==> src/rtl/conv_bram_arbiter.sv <==
// Shares the single-port convolution output BRAM between the pixel writer,
// the host lookup reader and the display scan-out reader, one access per cycle.
module conv_bram_arbiter #(
  parameter int AW      = 14,
  parameter int DW      = 8,
  parameter int RD_LAT  = 1,
  parameter int MAXWAIT = 8
) (
  input  logic          clk,
  input  logic          rst,
  input  logic          w_req,
  input  logic [AW-1:0] w_addr,
  input  logic [DW-1:0] w_data,
  output logic          w_gnt,
  input  logic          h_req,
  input  logic [AW-1:0] h_addr,
  output logic          h_gnt,
  output logic [DW-1:0] h_rdata,
  output logic          h_rvalid,
  input  logic          d_req,
  input  logic [AW-1:0] d_addr,
  output logic          d_gnt,
  output logic [DW-1:0] d_rdata,
  output logic          d_rvalid,
  output logic          bram_ena,
  output logic          bram_wea,
  output logic [AW-1:0] bram_addr,
  output logic [DW-1:0] bram_din,
  input  logic [DW-1:0] bram_dout,
  output logic          busy
);

  localparam logic [3:0] MAXW = 4'(MAXWAIT);

  logic [3:0]      wait_cnt_p0;
  logic            host_urgent;
  logic            rd_gnt;
  logic [RD_LAT:0] tag_vld_p;
  logic [RD_LAT:0] tag_id_p;   // 1 = display, 0 = host

  assign host_urgent = h_req && (wait_cnt_p0 == MAXW);
  assign rd_gnt      = h_gnt | d_gnt;

  // Grant stage (combinational): starved host, display, writer, host
  always_comb begin
    w_gnt = 1'b0;
    h_gnt = 1'b0;
    d_gnt = 1'b0;
    if (rst) begin
      if (host_urgent)  h_gnt = 1'b1;
      else if (d_req)   d_gnt = 1'b1;
      else if (w_req)   w_gnt = 1'b1;
      else if (h_req)   h_gnt = 1'b1;
    end
  end

  always_ff @(posedge clk or negedge rst) begin
    if (!rst) begin
      wait_cnt_p0 <= 4'd0;
    end else if (!h_req || h_gnt) begin
      wait_cnt_p0 <= 4'd0;
    end else if (wait_cnt_p0 != MAXW) begin
      wait_cnt_p0 <= wait_cnt_p0 + 4'd1;
    end
  end

  // Command stage: BRAM port driven from registers, addr/din hold when idle
  always_ff @(posedge clk or negedge rst) begin
    if (!rst) begin
      bram_ena  <= 1'b0;
      bram_wea  <= 1'b0;
      bram_addr <= '0;
      bram_din  <= '0;
    end else begin
      bram_ena <= w_gnt | rd_gnt;
      bram_wea <= w_gnt;
      if (w_gnt) begin
        bram_addr <= w_addr;
        bram_din  <= w_data;
      end else if (h_gnt) begin
        bram_addr <= h_addr;
      end else if (d_gnt) begin
        bram_addr <= d_addr;
      end
    end
  end

  // Tag pipe: stage RD_LAT lines up with valid bram_dout
  always_ff @(posedge clk or negedge rst) begin
    if (!rst) begin
      tag_vld_p <= '0;
      tag_id_p  <= '0;
    end else begin
      tag_vld_p <= {tag_vld_p[RD_LAT-1:0], rd_gnt};
      tag_id_p  <= {tag_id_p[RD_LAT-1:0], d_gnt};
    end
  end

  // Return stage: capture read data into the owning reader's register
  always_ff @(posedge clk or negedge rst) begin
    if (!rst) begin
      h_rvalid <= 1'b0;
      d_rvalid <= 1'b0;
      h_rdata  <= '0;
      d_rdata  <= '0;
    end else begin
      h_rvalid <= tag_vld_p[RD_LAT] & ~tag_id_p[RD_LAT];
      d_rvalid <= tag_vld_p[RD_LAT] &  tag_id_p[RD_LAT];
      if (tag_vld_p[RD_LAT] && !tag_id_p[RD_LAT]) h_rdata <= bram_dout;
      if (tag_vld_p[RD_LAT] &&  tag_id_p[RD_LAT]) d_rdata <= bram_dout;
    end
  end

  assign busy = bram_ena | (|tag_vld_p) | h_rvalid | d_rvalid;

endmodule

==> config.mk <==
export PLATFORM = sky130hd
export DESIGN_NAME = conv_bram_arbiter
export DESIGN_NICKNAME = d
export VERILOG_FILES = /design/src/rtl/conv_bram_arbiter.sv
export SDC_FILE = /design/constraint.sdc
export NUM_CORES = 1
export LEC_CHECK = 0
export ABC_AREA = 1
export BUFFER_PORTS_ARGS = -buffer_cell sky130_fd_sc_hd__buf_4
export CORE_ASPECT_RATIO = 0.9
export CORE_UTILIZATION = 50
export CTS_BUF_LIST = sky130_fd_sc_hd__clkbuf_16
export CTS_CLUSTER_DIAMETER = 80
export DETAILED_ROUTE_END_ITERATION = 6
export GPL_TIMING_DRIVEN = 0
export PLACE_DENSITY = 0.87
export SYNTH_ARGS = -nofsm -noshare
export SYNTH_HDL_FRONTEND = slang
export SYNTH_SLANG_ARGS = --single-unit
==> constraint.sdc <==
create_clock -name clk -period 3.05 [get_ports clk]
set_input_delay 0.1525 -clock clk [delete_from_list [all_inputs] [get_ports clk]]
set_output_delay 0.1525 -clock clk [all_outputs]
set_load 0.05 [all_outputs]
==> impl_metrics.toml <==
[layout]
drive_gt1_share_pct = 37.69
antenna_cells = 0
final_cell_mix = "buf_4 (111), nand2_1 (101), dfrtp_1 (50), nand3_1 (32), inv_1 (24)"
seq_area_um2 = 1251
final_common_cell = "buf_4"
multi_input_area_um2 = 888.4
final_cells = 460
fillers = 354
syn2layout_area_growth_pct = 45.19
fin_nets = 462

[clock_tree]
cts_root_buf = "clkbuf_16"
post_cts_buffers = 0
cts_tree = "built"
h-tree-depth = 2
clock_latency_ns = 0.28
ctsResizeCount = 0
cts_buffer_depth = 2
clk_pin_slew_worst_paths_ns = 0.07
numCtsBuffers = 5
hold_buffers = 1
cts.sinks = 50

[placed_design]
port_buffers = 108
pre_cts_slack_ns = 1.153
place_congestion = 0.7679
dp_hpwl_um = 4500
dp.cells = 451

[detailed_routing]
detail_route.iter0.violations = 136
drt-pass1-iter-count = 4
vias_per_cell = 4.978
routedWlPerCell_um = 13.33
drt_drc_violations_left = 0
antenna_left = 0
vias = 2290
drt_wl_total_um = 6132

[floorplan]
die_w_um = 74.36
fp.dieH_um = 67.12
core_um2 = 4489
rows = 23
initial_core_util_pct = 52.48
pin_count = 109
dieArea_um2 = 4991

[logic_synthesis]
ys.warnings.count = 0
yosysUniqueCellTypes = 24
ys_ff_latch = 50
syn-instance-count = 281
syn_nets = 346
netlist_area_um2 = 2356
synth_area_per_cell_um2 = 8.384
seq_area_frac_synth_pct = 53.11

[worst_setup_path]
crit_path_start_kind = "primary input"
worstSetupPathType = "primary input to output port"
end_kind = "output port"
arrival_ns = 2.22
cp_max_fo = 51
r2r_start = "wait_cnt_p0[0]"
worstPathRequired_ns = 2.90
critPathLaunch = "rst"

[global_routing]
grt_max_degree = 52
grt_overflow = 0
grt_usage_pct = 26.08
antenna_found_initial = 0
grt_pass1_wl_um = 9722
grt_pass1_vias = 2138

[timing]
final-setup-viol-count = 0
fmax_mhz = 421.5
fin_ws_ns = 0.6778
tightest_slew_ns = 0.6488
skew_ns = 0.004181
tns_ns = 0
rsz0062_at_grt = "no"
post-route-period-util_pct = 77.78
holdWs_ns = 0.05630
report.final.slew_viol_count = 0
hold_viol_final = 0
period_needed_ns = 2.372
slew_headroom_pct = 56.75

[run]
maxCapViolations = 0

[run_status]
status = "complete, no violations"

[worst_hold_path]
holdCritStartpoint = "w_data[2]"
hold_path.class = "primary input to register"

[pwr]
ir_drop_mv = 0.3278
power_leakage_nw = 1.940
p_per_area_nw_per_um2 = 634.5
[report_power, final]
group / switching (mW) / internal (mW) / leakage [nW] / total [mW]
clock: 0.235 / 0.384 / 0.0812 / 0.619
sequential: 0.0583 / 0.758 / 0.623 / 0.816
combinational: 0.501 / 0.235 / 1.24 / 0.736
[kinds of logic (layout without fill, tap and decap cells)]
kind of cell | after synthesis | count (layout) | share of synthesized area (%)
fa+ha+maj | 2 | 2 | 1.062
simple gates | 145 | 145 | 26.61
mux | 1 | 1 | 0.4249
buf+inv | 48 | 165 | 9.187
flops | 50 | 50 | 53.11
xor+xnor | 2 | 2 | 0.7436
compound gates | 33 | 33 | 8.869
[flip-flops by register name, summed over array words and instances (netlist names)]
name / count
h_rdata: 8
tag_id_p: 2
bram_din: 8
h_rvalid: 1
d_rvalid: 1
wait_cnt_p0: 4
tag_vld_p: 2
d_rdata: 8
bram_ena: 1
bram_addr: 14
bram_wea: 1
[cell type report]
| type | instances | area share (%) |
|---|---|---|
| plain buffers | 11 | 2.268 |
| clock buffers | 5 | 3.658 |
| clock inverters | 3 | 1.207 |
| inverters | 37 | 4.060 |
| multi-input cells | 183 | 25.97 |
| flip-flops and latches | 50 | 36.58 |
| well taps | 62 | 2.268 |
| repair buffers | 109 | 23.99 |
[per-stage QoR]
| stage | total power, mW | area, um2 | utilization, % |
|---|---|---|---|
| finish | 2.170 | 3421 | 76.20 |
| global route | 2.267 | 3421 | 76.20 |
| CTS | 2.186 | 3421 | 76.20 |
| detailed placement | 1.561 | 3244 | 72.27 |
| global placement | 1.543 | 3244 | 72.27 |
| floorplan | 1.286 | 2356 | - |
[path summary, 6_finish.rpt]
path	slack, ns	end	cells past startpoint
setup / recovery	0.68	w_gnt	8
setup reg to reg	1.44	wait_cnt_p0[0]	10
min in group asynchronous	0.43	bram_din[6]	2
max in group asynchronous	2.17	wait_cnt_p0[1]	2
hold / removal	0.06	bram_din[2]	3
hold reg to reg	0.37	tag_id_p[1]	0
[routing by layer]
metal | global-route usage (%) | vias up | routed length, um
met5 | 0 | - | 0
li1 | - | 1108 | -
met1 | 33.04 | 1068 | 2449
met2 | 43.41 | 108 | 3073
met4 | 9.198 | 0 | 46
met3 | 6.505 | 6 | 562
[synth_stat cells]
cell / n / area share [%]
nand2_4: 4 / 1.9
buf_6: 3 / 1.4
ha_1: 2 / 1.1
xnor2_1: 1 / 0.37
o21ai_0: 21 / 4.5
o22ai_1: 1 / 0.27
xor2_1: 1 / 0.37
nand3_1: 32 / 6.8
nor3_1: 2 / 0.42
a31oi_4: 1 / 0.90
o21ai_2: 7 / 2.6
clkbuf_1: 3 / 0.48
buf_2: 2 / 0.42
buf_4: 3 / 0.96
o21ai_1: 3 / 0.64
dfrtp_1: 50 / 53
inv_1: 23 / 3.7
mux2i_1: 1 / 0.42
nand2_1: 101 / 16
inv_2: 13 / 2.1
nor2_2: 1 / 0.27
clkinv_1: 1 / 0.16
nor2_1: 4 / 0.64
nor2_4: 1 / 0.48
[worst max-delay path, cell delays in order]
cell and delay [ns]:
dlygate4sd3_1 0.53, buf_4 0.52, buf_4 0.28, inv_2 0.09, nor2_4 0.12, nand2_4 0.09, inv_2 0.16, buf_4 0.23
(Power assumes the default switching activity.)
